**config.mk**
```make
export PLATFORM = sky130hd
export DESIGN_NAME = alu_issue
export DESIGN_NICKNAME = d
export VERILOG_FILES = /design/src/rtl/alu_issue.sv
export SDC_FILE = /design/constraint.sdc
export NUM_CORES = 1
export LEC_CHECK = 0
export BUFFER_PORTS_ARGS = -buffer_cell sky130_fd_sc_hd__clkbuf_2
export CELL_PAD_IN_SITES_DETAIL_PLACEMENT = 1
export CELL_PAD_IN_SITES_GLOBAL_PLACEMENT = 2
export CORE_MARGIN = 10
export CORE_UTILIZATION = 25
export DETAILED_ROUTE_END_ITERATION = 7
export PLACE_DENSITY_LB_ADDON = 0.25
export SETUP_SLACK_MARGIN = 0.1
export SYNTH_ARGS = -nofsm -noshare
export SYNTH_HDL_FRONTEND = slang
export SYNTH_SLANG_ARGS = --single-unit
```
**constraint.sdc**
```tcl
create_clock -name clk -period 2.3 [get_ports clk]
set_clock_uncertainty 0.1 [all_clocks]
set_input_delay 0 -clock clk [delete_from_list [all_inputs] [get_ports clk]]
set_output_delay 0 -clock clk [all_outputs]
set_load 0.01 [all_outputs]
```
**src/rtl/alu_issue.sv**
```systemverilog
// alu_issue: ID/EX stage that decodes RV32I ALU instructions and registers operands/select behind a valid/ready handshake.
// Optional ALU_ISSUE_FWD_EN adds a write-back forwarding path into the rs1/rs2 operand muxes.
module alu_issue #(
  parameter int XLEN = 32
) (
  input  logic            clk,
  input  logic            rst,
  input  logic            in_valid,
  output logic            in_ready,
  input  logic [31:0]     in_instr,
  input  logic [XLEN-1:0] in_pc,
  input  logic [XLEN-1:0] rs1_data,
  input  logic [XLEN-1:0] rs2_data,
`ifdef ALU_ISSUE_FWD_EN
  input  logic            fwd_valid,
  input  logic [4:0]      fwd_rd,
  input  logic [XLEN-1:0] fwd_data,
`endif
  input  logic            flush,
  output logic            out_valid,
  input  logic            out_ready,
  output logic [XLEN-1:0] alu_a,
  output logic [XLEN-1:0] alu_b,
  output logic [3:0]      alu_sel,
  output logic [4:0]      out_rd,
  output logic            out_wb_en,
  output logic            out_illegal
);
  localparam logic [3:0] SEL_ADD = 4'h0;
  logic [6:0] w_opc, w_f7;
  logic [2:0] w_f3;
  logic w_op, w_opi, w_lui, w_auipc, w_legal, w_alt, w_accept;
  logic [XLEN-1:0] w_rs1, w_rs2, w_imm_i, w_imm_u, w_a, w_b;
  logic [3:0] w_sel;
  assign w_opc   = in_instr[6:0];
  assign w_f3    = in_instr[14:12];
  assign w_f7    = in_instr[31:25];
  assign w_op    = w_opc == 7'b0110011;
  assign w_opi   = w_opc == 7'b0010011;
  assign w_lui   = w_opc == 7'b0110111;
  assign w_auipc = w_opc == 7'b0010111;
`ifdef ALU_ISSUE_FWD_EN
  assign w_rs1 = (fwd_valid && fwd_rd != 5'd0 && fwd_rd == in_instr[19:15]) ? fwd_data : rs1_data;
  assign w_rs2 = (fwd_valid && fwd_rd != 5'd0 && fwd_rd == in_instr[24:20]) ? fwd_data : rs2_data;
`else
  assign w_rs1 = rs1_data;
  assign w_rs2 = rs2_data;
`endif
  assign w_imm_i = {{(XLEN-12){in_instr[31]}}, in_instr[31:20]};
  assign w_imm_u = XLEN'({in_instr[31:12], 12'b0});
  // funct7=0100000 selects SUB/SRA; OP-IMM has no SUB so only funct3 101 honours it there
  assign w_alt = w_f7[5] && (w_f3 == 3'b101 || (w_op && w_f3 == 3'b000));
  always_comb begin
    w_legal = w_lui || w_auipc
           || (w_op && (w_f7 == 7'b0 || (w_f7 == 7'b0100000 && (w_f3 == 3'b000 || w_f3 == 3'b101))))
           || (w_opi && (w_f3 == 3'b001 ? w_f7 == 7'b0 :
                         w_f3 == 3'b101 ? (w_f7 == 7'b0 || w_f7 == 7'b0100000) : 1'b1));
    w_sel = (w_legal && (w_op || w_opi)) ? {w_alt, w_f3} : SEL_ADD;
    w_a   = !w_legal ? '0 : w_lui ? '0 : w_auipc ? in_pc : w_rs1;
    w_b   = !w_legal ? '0 : w_op ? w_rs2 : w_opi ? w_imm_i : w_imm_u;
  end
  assign in_ready = !out_valid || out_ready;
  assign w_accept = in_valid && in_ready && !flush;
  always_ff @(posedge clk or posedge rst) begin
    if (rst) begin
      out_valid   <= 1'b0;
      alu_a       <= '0;
      alu_b       <= '0;
      alu_sel     <= SEL_ADD;
      out_rd      <= 5'd0;
      out_wb_en   <= 1'b0;
      out_illegal <= 1'b0;
    end else if (flush) begin
      out_valid <= 1'b0;
    end else if (w_accept) begin
      out_valid   <= 1'b1;
      alu_a       <= w_a;
      alu_b       <= w_b;
      alu_sel     <= w_sel;
      out_rd      <= in_instr[11:7];
      out_wb_en   <= w_legal && in_instr[11:7] != 5'd0;
      out_illegal <= !w_legal;
    end else if (out_ready) begin
      out_valid <= 1'b0;
    end
  end
endmodule

```
==> flow_summary.toml, run 1 <==
[clocking]
post-cts-setup-buffer-count = 0
clockRootBuffer = "clkbuf_16"
cts_sinks = 76
htree_num_levels = 3
cts_tree = "built"
insertion_delay_ps = 340
cts_made_buffers = 9
clk_pin_slew_ps = 60
cts_max_path_buffers = 2

[yosys]
synth-edff-count = 0
ys_ff_latch = 76
synthArstFlopShare_pct = 100.0
ys_warn_count = 0
synth.distinct_cells = 35
ys.flop_type = "dfrtp_1"
yosysSeqAreaShare_pct = 45.77
syn-instance-count = 440
synth_area_sq_um = 4155
synth_area_leaders = "dfrtp_1, mux2i_1, a21oi_1, o21ai_2, nand2_1"
synth_top_area_share_pct = 45.77
synth_area_leader_cell = "dfrtp_1"
syn_nets = 573
syn_avg_cell_area_sq_um = 9.444

[routing]
route.detailed.drc = 0
wl_microns = 18470
drt_first_pass_iters = 4
wl_per_cell_microns = 18.16
vias = 4733
ant_nets = 0
viasPerCell = 4.654
drtIter0Drc = 133

[run]
drv_cap = 0

[floorplan]
die-area_sq_um = 22180
floorplan.initialDensity_pct = 25.24
core_sq_um = 16470
rows = 47
die_y_microns = 148.9
die_w_microns = 148.9
io_pins = 210

[cells_and_area]
nets = 922
final_cell_mix = "clkbuf_2, dlygate4sd3_1, dfrtp_1, a21oi_1, nand2_1"
fillers = 1954
layout-drive-gt1-share_pct = 35.89
finalNonFillerCells = 1017
stdcell_area_sq_um = 7286
area_delta_synth_final_pct = 75.34
final_common_cell = "clkbuf_2"

[place]
place.detailed.hpwl_microns = 12390
place_inst = 845
dp_slack_ps = 226.5
placed_area_sq_um = 5403
place_congestion = 0.7684
numPortBuffers = 209

[hold_path]
min_path_type = "input pin to flop"
min_path_cells = 5

[critical_path]
cp-start-kind = "input pin"
worstPathMaxFanout = 18
end_kind = "flop"
worstRegToRegCells = 8
cp.arrival_ps = 2210
max_stage_delay_ps = 530
critPathKind = "input pin to flop"
critPathSlowestCell = "dlygate4sd3_1"
worstPathRequired_ps = 2450
worstPathCellList = "dlygate4sd3_1, clkbuf_2, nor4_4, a311oi_2, nor4_2, a41oi_4, buf_4, o21ai_0"

[power_and_ir_drop]
power_density_nw_per_um2 = 494.5
peakVddDrop_v = 0.0003124
power.leakage_uw = 0.003609

[timing]
min_period_ps = 2054
rsz0062_at_grt = "false"
whs_ps = -0.9928
setup_ws_ps = 245.9
fmax_mhz = 486.8
setup-violations-final = 0
final.setup.tns_ps = 0
worstMarginPinSlew_ps = 663.6
hold_viol = 1
period_share_pct = 89.31
slew_violations = 0
slew_headroom_pct = 55.76

[global_routing]
grt_max_degree = 65
top_usage_layer = "met2"
grt_pass1_wl_microns = 29430
met2_usage_pct = 30.92
use_met3_pct = 5.188
grt_pass1_vias = 5457
gr-usage-met1_pct = 17.25
grt_overflow = 0
grt_use_total_pct = 16.68
grt_antenna_before_repair = 4

[run_status]
status = "finished with violations"
violations = "negative hold slack"
-- per-layer routing --
layer	wire (microns)	vias to the layer above	share of wire [%]
met5	20	-	0.11
met4	556	2	3.0
met3	957	30	5.2
met2	10070	132	54
met1	6871	2314	37
li1	-	2255	-
-- cell families after synthesis --
logic type	share of synthesized area [%]
XOR/XNOR	0.2108
AND/OR/NAND/NOR	15.42
buffers and inverters	5.480
AO/OA/AOI/OAI	22.52
flip-flops	45.77
multiplexers	10.60
-- layout make-up --
class / count / area (sq um) / area share [%]
inverter: 7 / 27.53 / 0.3778
sequential: 76 / 1902 / 26.10
timing repair buffer: 373 / 2693 / 36.96
tap: 220 / 275.3 / 3.778
clock inverter: 4 / 70.07 / 0.9617
clock buffer: 12 / 266.5 / 3.658
antenna: 3 / 7.507 / 0.1030
multi-input combinational: 322 / 2044 / 28.06
-- registers in the layout, indices dropped and copies added, names as in the netlist --
signal / count
out_wb_en: 1
alu_a: 32
alu_b: 32
alu_sel: 4
out_rd: 5
out_illegal: 1
out_valid: 1
-- path summary, 6_finish.rpt --
check	startpoint	to	slack, ps
max in group asynchronous	rst	alu_a[20]$_DFFE_PP0P_	1240
hold / removal	rs2_data[22]	alu_b[22]$_DFFE_PP0P_	-1
setup / recovery	in_instr[25]	alu_a[12]$_DFFE_PP0P_	250
min in group asynchronous	rst	alu_a[21]$_DFFE_PP0P_	160
setup reg to reg	out_valid$_DFFE_PP0P_	alu_b[26]$_DFFE_PP0P_	330
hold reg to reg	alu_b[31]$_DFFE_PP0P_	alu_b[31]$_DFFE_PP0P_	380
-- critical path: cells and delay by family --
kind	cells	cell delay, ps
AOI/OAI and AO/OA	3	490
and+or+nand+nor	2	760
buffers and inverters	3	940
-- synth_stat cells, types with 2 or more instances --
cell type	instances
nand4_1	2
clkbuf_2	2
buf_6	5
o21ai_0	29
inv_1	7
nor3b_1	2
and3_1	32
buf_2	9
nor2_1	26
a21oi_1	72
nand3_1	2
nand2_1	54
dfrtp_1	76
nor2b_1	2
mux2i_1	44
clkbuf_1	14
o31ai_1	2
buf_4	4
o21ai_2	40
-- through the flow --
stage          utilization, %  power [uW]
2_1_floorplan               -        1587
3_3_place_gp            32.81        1798
3_5_place_dp            32.81        1809
4_1_cts                 44.16        3651
5_1_grt                 44.23        3774
6_report                44.25        3603
-- power breakdown --
part           switching (uW)  internal, uW  leakage [uW]  total (uW)
clock                     563          1040      0.000169        1600
combinational             282           344       0.00239         626
sequential               14.6          1360       0.00105        1380
total                     860          2740       0.00361        3600
-- timing repair --
action / 4_1_cts / 5_1_grt
hold buffers: 153 / 0
resized for setup: 0 / 2
endpoints found under the setup margin: 0 / 22
endpoints found under the hold margin: 109 / 0
No activity file was read; power rests on OpenSTA's default activity.
==> inputs of run 2 (changes only) <==
--- a/config.mk
+++ b/config.mk
@@ -5,11 +5,12 @@
 export SDC_FILE = /design/constraint.sdc
 export NUM_CORES = 1
 export LEC_CHECK = 0
+export ABC_AREA = 1
 export BUFFER_PORTS_ARGS = -buffer_cell sky130_fd_sc_hd__clkbuf_2
 export CELL_PAD_IN_SITES_DETAIL_PLACEMENT = 1
 export CELL_PAD_IN_SITES_GLOBAL_PLACEMENT = 2
 export CORE_MARGIN = 10
-export CORE_UTILIZATION = 25
+export CORE_UTILIZATION = 23
 export DETAILED_ROUTE_END_ITERATION = 7
 export PLACE_DENSITY_LB_ADDON = 0.25
 export SETUP_SLACK_MARGIN = 0.1
==> run 2 against run 1 <==
Against the previous run: the flow now finishes without violations; via count rose by 9.5%; sequential power barely moved; critical path depth rose by 1; design area fell by 3.4%; core utilization fell by 3.7 points; clock power fell by 7%; wire length rose by 6.2%; hold slack improved by 23 ps; fmax rose by 0.77%; sequential cell count did not move; die area rose by 5.9%.
==> flow_summary.toml, run 2 <==
[routing]
drtIter0Drc = 213
drt_first_pass_iters = 4
wl_per_cell_microns = 17.11
top_layer_used = "met4"
viasPerCell = 4.524
wl_met1_microns = 8191
vias = 5185
wl_met2_microns = 9530
route.detailed.drc = 0
wl_met3_microns = 1642
ant_nets = 0
wl_microns = 19610

[place]
numPortBuffers = 209
place.detailed.hpwl_microns = 13830
place_inst = 994
place_congestion = 0.8017

[clocking]
cts_made_buffers = 9
cts_sinks = 76
insertion_delay_ps = 340
cts_max_path_buffers = 2
clk_pin_slew_ps = 60
cts_tree = "built"
clockRootBuffer = "clkbuf_16"
htree_num_levels = 3

[global_routing]
grt_use_total_pct = 16.38
grt_pass1_vias = 5856
grt_antenna_before_repair = 1
grt_pass1_wl_microns = 31620
grt_max_degree = 68
grt_overflow = 0

[yosys]
synth.distinct_cells = 18
syn_avg_cell_area_sq_um = 6.979
syn_nets = 718
ys_warn_count = 0
synthArstFlopShare_pct = 100.0
synthTopCellsByCount = "nand2_1, nand3_1, dfrtp_1"
synth.most_common_cell = "nand2_1"
synth-edff-count = 0
syn-instance-count = 585
ys_ff_latch = 76
synth_area_sq_um = 4083
synth_top_area_share_pct = 46.58
synth_area_leader_cell = "dfrtp_1"
ys.flop_type = "dfrtp_1"
yosysSeqAreaShare_pct = 46.58
synth_area_leaders = "dfrtp_1, nand2_1, nand3_1, buf_2, a21oi_1"

[timing]
whs_ps = 21.83
min_period_ps = 2038
hold_viol = 0
worstMarginPinSlew_ps = 783.9
slew_violations = 0
setup-violations-final = 0
slew_headroom_pct = 47.74
rsz0062_at_grt = "false"
period_share_pct = 88.62
final.setup.tns_ps = 0
fmax_mhz = 490.6

[critical_path]
cp.arrival_ps = 2230
critPathSlowestCell = "dlygate4sd3_1"
critPathMostFrequentCell = "nand2_1"
end_kind = "flop"
cp-start-kind = "flop"
worstPathRequired_ps = 2490
worstPathCellList = "inv_1, nor2_1, nor3_4, buf_6, nand3_1, nand2_1, dlygate4sd3_1, nand2_1, nand2_1"
critPathKind = "flop to flop"
max_stage_delay_ps = 550
worstPathMaxFanout = 29

[cells_and_area]
finalNonFillerCells = 1146
final_cell_mix = "nand2_1, clkbuf_2, dlygate4sd3_1, nand3_1, dfrtp_1"
area_delta_synth_final_pct = 72.42
layout-drive-gt1-share_pct = 27.50
nets = 1048
largestRegisters = "alu_a x32, alu_b x32, out_rd x5"
final_common_cell = "nand2_1"

[run_status]
status = "complete, no violations"

[hold_path]
min_path_type = "input pin to flop"

[floorplan]
core_sq_um = 17360
die-area_sq_um = 23480
die_y_microns = 153.2
die_w_microns = 153.2
floorplan.initialDensity_pct = 23.52
rows = 48
io_pins = 210

[power_and_ir_drop]
power_density_nw_per_um2 = 492.3
peakVddDrop_v = 0.0003385
power.leakage_uw = 0.003977

[run]
drv_cap = 0
==> run 2: per-layer routing <==
layer,vias to the layer above,track usage (%)
li1,2509,-
met1,2488,19.15
met2,173,27.29
met3,15,5.864
met4,0,5.223
met5,-,0
==> run 2: kinds of logic after synthesis <==
kind of cell           after synthesis  share of synthesized area, %
buffers and inverters               55                         6.589
and+or+nand+nor                    436                         44.44
DFF                                 76                         46.58
AOI/OAI and AO/OA                   18                         2.390
==> run 2: path summary, 6_finish.rpt <==
kind	startpoint	to	slack, ps	cells after the start
worst max-delay path	out_valid$_DFFE_PP0P_	alu_b[10]$_DFFE_PP0P_	260	9
worst min-delay path	in_instr[27]	alu_b[27]$_DFFE_PP0P_	20	5
worst max register to register	out_valid$_DFFE_PP0P_	alu_b[10]$_DFFE_PP0P_	260	9
worst min register to register	alu_b[7]$_DFFE_PP0P_	alu_b[7]$_DFFE_PP0P_	380	2
max in group asynchronous	rst	alu_b[25]$_DFFE_PP0P_	1230	4
min in group asynchronous	rst	alu_b[31]$_DFFE_PP0P_	220	3
==> run 2: power breakdown <==
| part | leakage (uW) | total, uW | switching, uW | internal [uW] |
|---|---|---|---|---|
| Clock | 0.000149 | 1490 | 590 | 897 |
| Sequential | 0.00105 | 1380 | 18.1 | 1370 |
| Combinational | 0.00278 | 594 | 285 | 308 |
| Total | 0.00398 | 3470 | 894 | 2570 |
==> run 2: timing repair <==
action | in CTS | in global routing
endpoints found under the setup margin | 0 | 17
hold endpoints to repair | 114 | 0
buffers inserted | 0 | 0
gates resized for setup | 0 | 2
hold buffers | 134 | 0
==> run 2: final cells by class <==
cell class	instances	area (sq um)
fill	2167	10320
inverter	16	61.31
antenna	1	2.502
clock buffer	12	256.5
timing repair buffer	358	2559
clock inverter	4	47.55
sequential	76	1902
multi-input combinational	454	1929
tap	225	281.5
==> run 2: through the flow <==
stage               area (sq um)  setup WS [ps]  utilization [%]  total power (uW)
floorplan                   4083          261.7                -              1585
global placement            5360          447.2            30.88              1816
detailed placement          5360          378.0            30.88              1823
CTS                         7005          180.2            40.36              3514
global route                7037          103.3            40.54              3642
finish                      7039          261.7            40.56              3465
==> run 2: worst max-delay path, delay by kind of cell (launching register included) <==
| family | cells | cell delay (ps) |
|---|---|---|
| buf+inv | 3 | 910 |
| flops | 1 | 380 |
| simple gates | 6 | 600 |
==> inputs of run 3 (changes only) <==
==> constraint.sdc (replaced) <==
create_clock -name clk -period 2.16 [get_ports clk]
set_clock_uncertainty 0.1 [all_clocks]
set_input_delay 0.216 -clock clk [delete_from_list [all_inputs] [get_ports clk]]
set_output_delay 0.216 -clock clk [all_outputs]
set_load 0.01 [all_outputs]
==> run 3 against run 2 <==
Against the previous run: sequential cell count is the same; register-to-register slack gained 290 ps; core utilization shrank 7.5 points; non-clock buffer count shrank 131; sequential power grew 7%; hold slack gained 10 ps; clock power grew 5%; die area is the same; count of clock-buffer cells in the layout grew 2; combinational power shrank 26%.
==> flow_summary.toml, run 3 (same netlist as run 2, synthesis figures left out) <==
[run_status]
status = "complete, no violations"

[routing]
wl_microns = 17520
drt_first_pass_iters = 4
route.detailed.drc = 0
ant_nets = 0
wl_per_cell_microns = 17.29
drtIter0Drc = 202
vias = 4553
viasPerCell = 4.495

[critical_path]
cp.arrival_ps = 1910
worstPathMaxFanout = 32
critPathKind = "input pin to flop"
worstPathRequired_ps = 2330
end_kind = "flop"
cp-start-kind = "input pin"

[power_and_ir_drop]
intPower_uw = 2618
p_sw_share_pct = 24.78
power_density_nw_per_um2 = 607.6
p_switching_uw = 862.7
p_seq_share_pct = 42.4
power.leakage_uw = 0.003394
peakVddDrop_v = 0.0003430
pwr-share-clk_pct = 45.0
comb_power_share_pct = 12.7

[hold_path]
min_path_type = "input pin to flop"

[floorplan]
die-area_sq_um = 23480
io_pins = 210
die_y_microns = 153.2
rows = 48
floorplan.initialDensity_pct = 23.52
core_sq_um = 17360
die_w_microns = 153.2

[timing]
slew_violations = 0
period_share_pct = 80.31
slew_headroom_pct = 52.16
fmax_mhz = 576.5
worstMarginPinSlew_ps = 716.1
setup-violations-final = 0
hold_viol = 0
final.setup.tns_ps = 0
rsz0062_at_grt = "false"
min_period_ps = 1735

[global_routing]
grt_overflow = 0
grt_antenna_before_repair = 0
grt_pass1_wl_microns = 27960
grt_use_total_pct = 14.72
grt_pass1_vias = 5083
grt_max_degree = 54

[clocking]
cts_tree = "built"
insertion_delay_ps = 330
post-cts-setup-buffer-count = 0
cts_max_path_buffers = 2
cts_made_buffers = 9
clockRootBuffer = "clkbuf_16"
clk_pin_slew_ps = 60
htree_num_levels = 3
holdBufCountCts = 3
cts_sinks = 76
cts_resized = 0

[place]
placed_area_sq_um = 5395
place_congestion = 0.7998
place.detailed.hpwl_microns = 13870
numPortBuffers = 209

[cells_and_area]
antenna_cells = 0
nets = 917
largestRegisters = "alu_a x32, alu_b x32, out_rd x5"
register_area_sq_um = 1902
fin_util_pct = 33.01
stdcell_area_sq_um = 5729
final_common_cell = "nand2_1"
multiInputGateArea_sq_um = 1927
area_delta_synth_final_pct = 40.33
final_cell_mix = "nand2_1, clkbuf_2, nand3_1, dfrtp_1, a21oi_1"
layout-drive-gt1-share_pct = 31.73
fillers = 2233

[run]
drv_cap = 0
==> run 3: per-stage QoR <==
| step | hold slack [ps] | std cells | total power (uW) | setup slack (ps) |
|---|---|---|---|---|
| 6_report | 31.98 | 1013 | 3481 | 425.4 |
| 5_1_grt | 52.74 | 1013 | 3658 | 329.7 |
| 4_1_cts | 23.13 | 1013 | 3541 | 422.8 |
| 3_5_place_dp | 269.5 | 995 | 1948 | 316.0 |
| 3_3_place_gp | 255.8 | 995 | 1941 | 398.3 |
| 2_1_floorplan | 179.1 | 585 | 1688 | 676.4 |
==> run 3: power groups by stage <==
stage	clock [uW]	sequential [uW]	combinational, uW
after floorplan	0	1510	176
after global placement	0	1500	443
after detailed placement	0	1500	448
after CTS	1610	1470	454
after global routing	1680	1480	501
final	1570	1470	441
==> run 3: path summary, 6_finish.rpt <==
path | from | end | slack, ps | depth (start not counted)
setup / recovery | flush | alu_a[17]$_DFFE_PP0P_ | 430 | 8
hold / removal | in_instr[8] | out_rd[1]$_DFFE_PP0P_ | 30 | 3
setup reg to reg | out_valid$_DFFE_PP0P_ | alu_a[17]$_DFFE_PP0P_ | 550 | 8
hold reg to reg | alu_a[1]$_DFFE_PP0P_ | alu_a[1]$_DFFE_PP0P_ | 380 | 2
max in group asynchronous | rst | alu_a[26]$_DFFE_PP0P_ | 950 | 4
min in group asynchronous | rst | alu_b[28]$_DFFE_PP0P_ | 440 | 3
==> run 3: cell type report <==
class / count / area share, %
clock inverter: 1 / 0.5241
sequential: 76 / 33.19
multi-input combinational: 454 / 33.63
clock buffer: 14 / 4.783
tap: 225 / 4.914
timing repair buffer: 227 / 21.84
inverter: 16 / 1.114
==> run 3: per-layer routing <==
metal	part of all wire (%)	GRT usage, %
met5	0	0
met4	1.2	4.405
met3	8.6	5.724
met2	47	23.16
met1	43	18.16
==> run 3: worst max-delay path, cell delays in order <==
cell	delay, ps
dlygate4sd3_1	530
clkbuf_2	130
nor3_4	210
inv_2	90
a31oi_2	140
buf_4	350
nand3_1	130
nand2_1	90
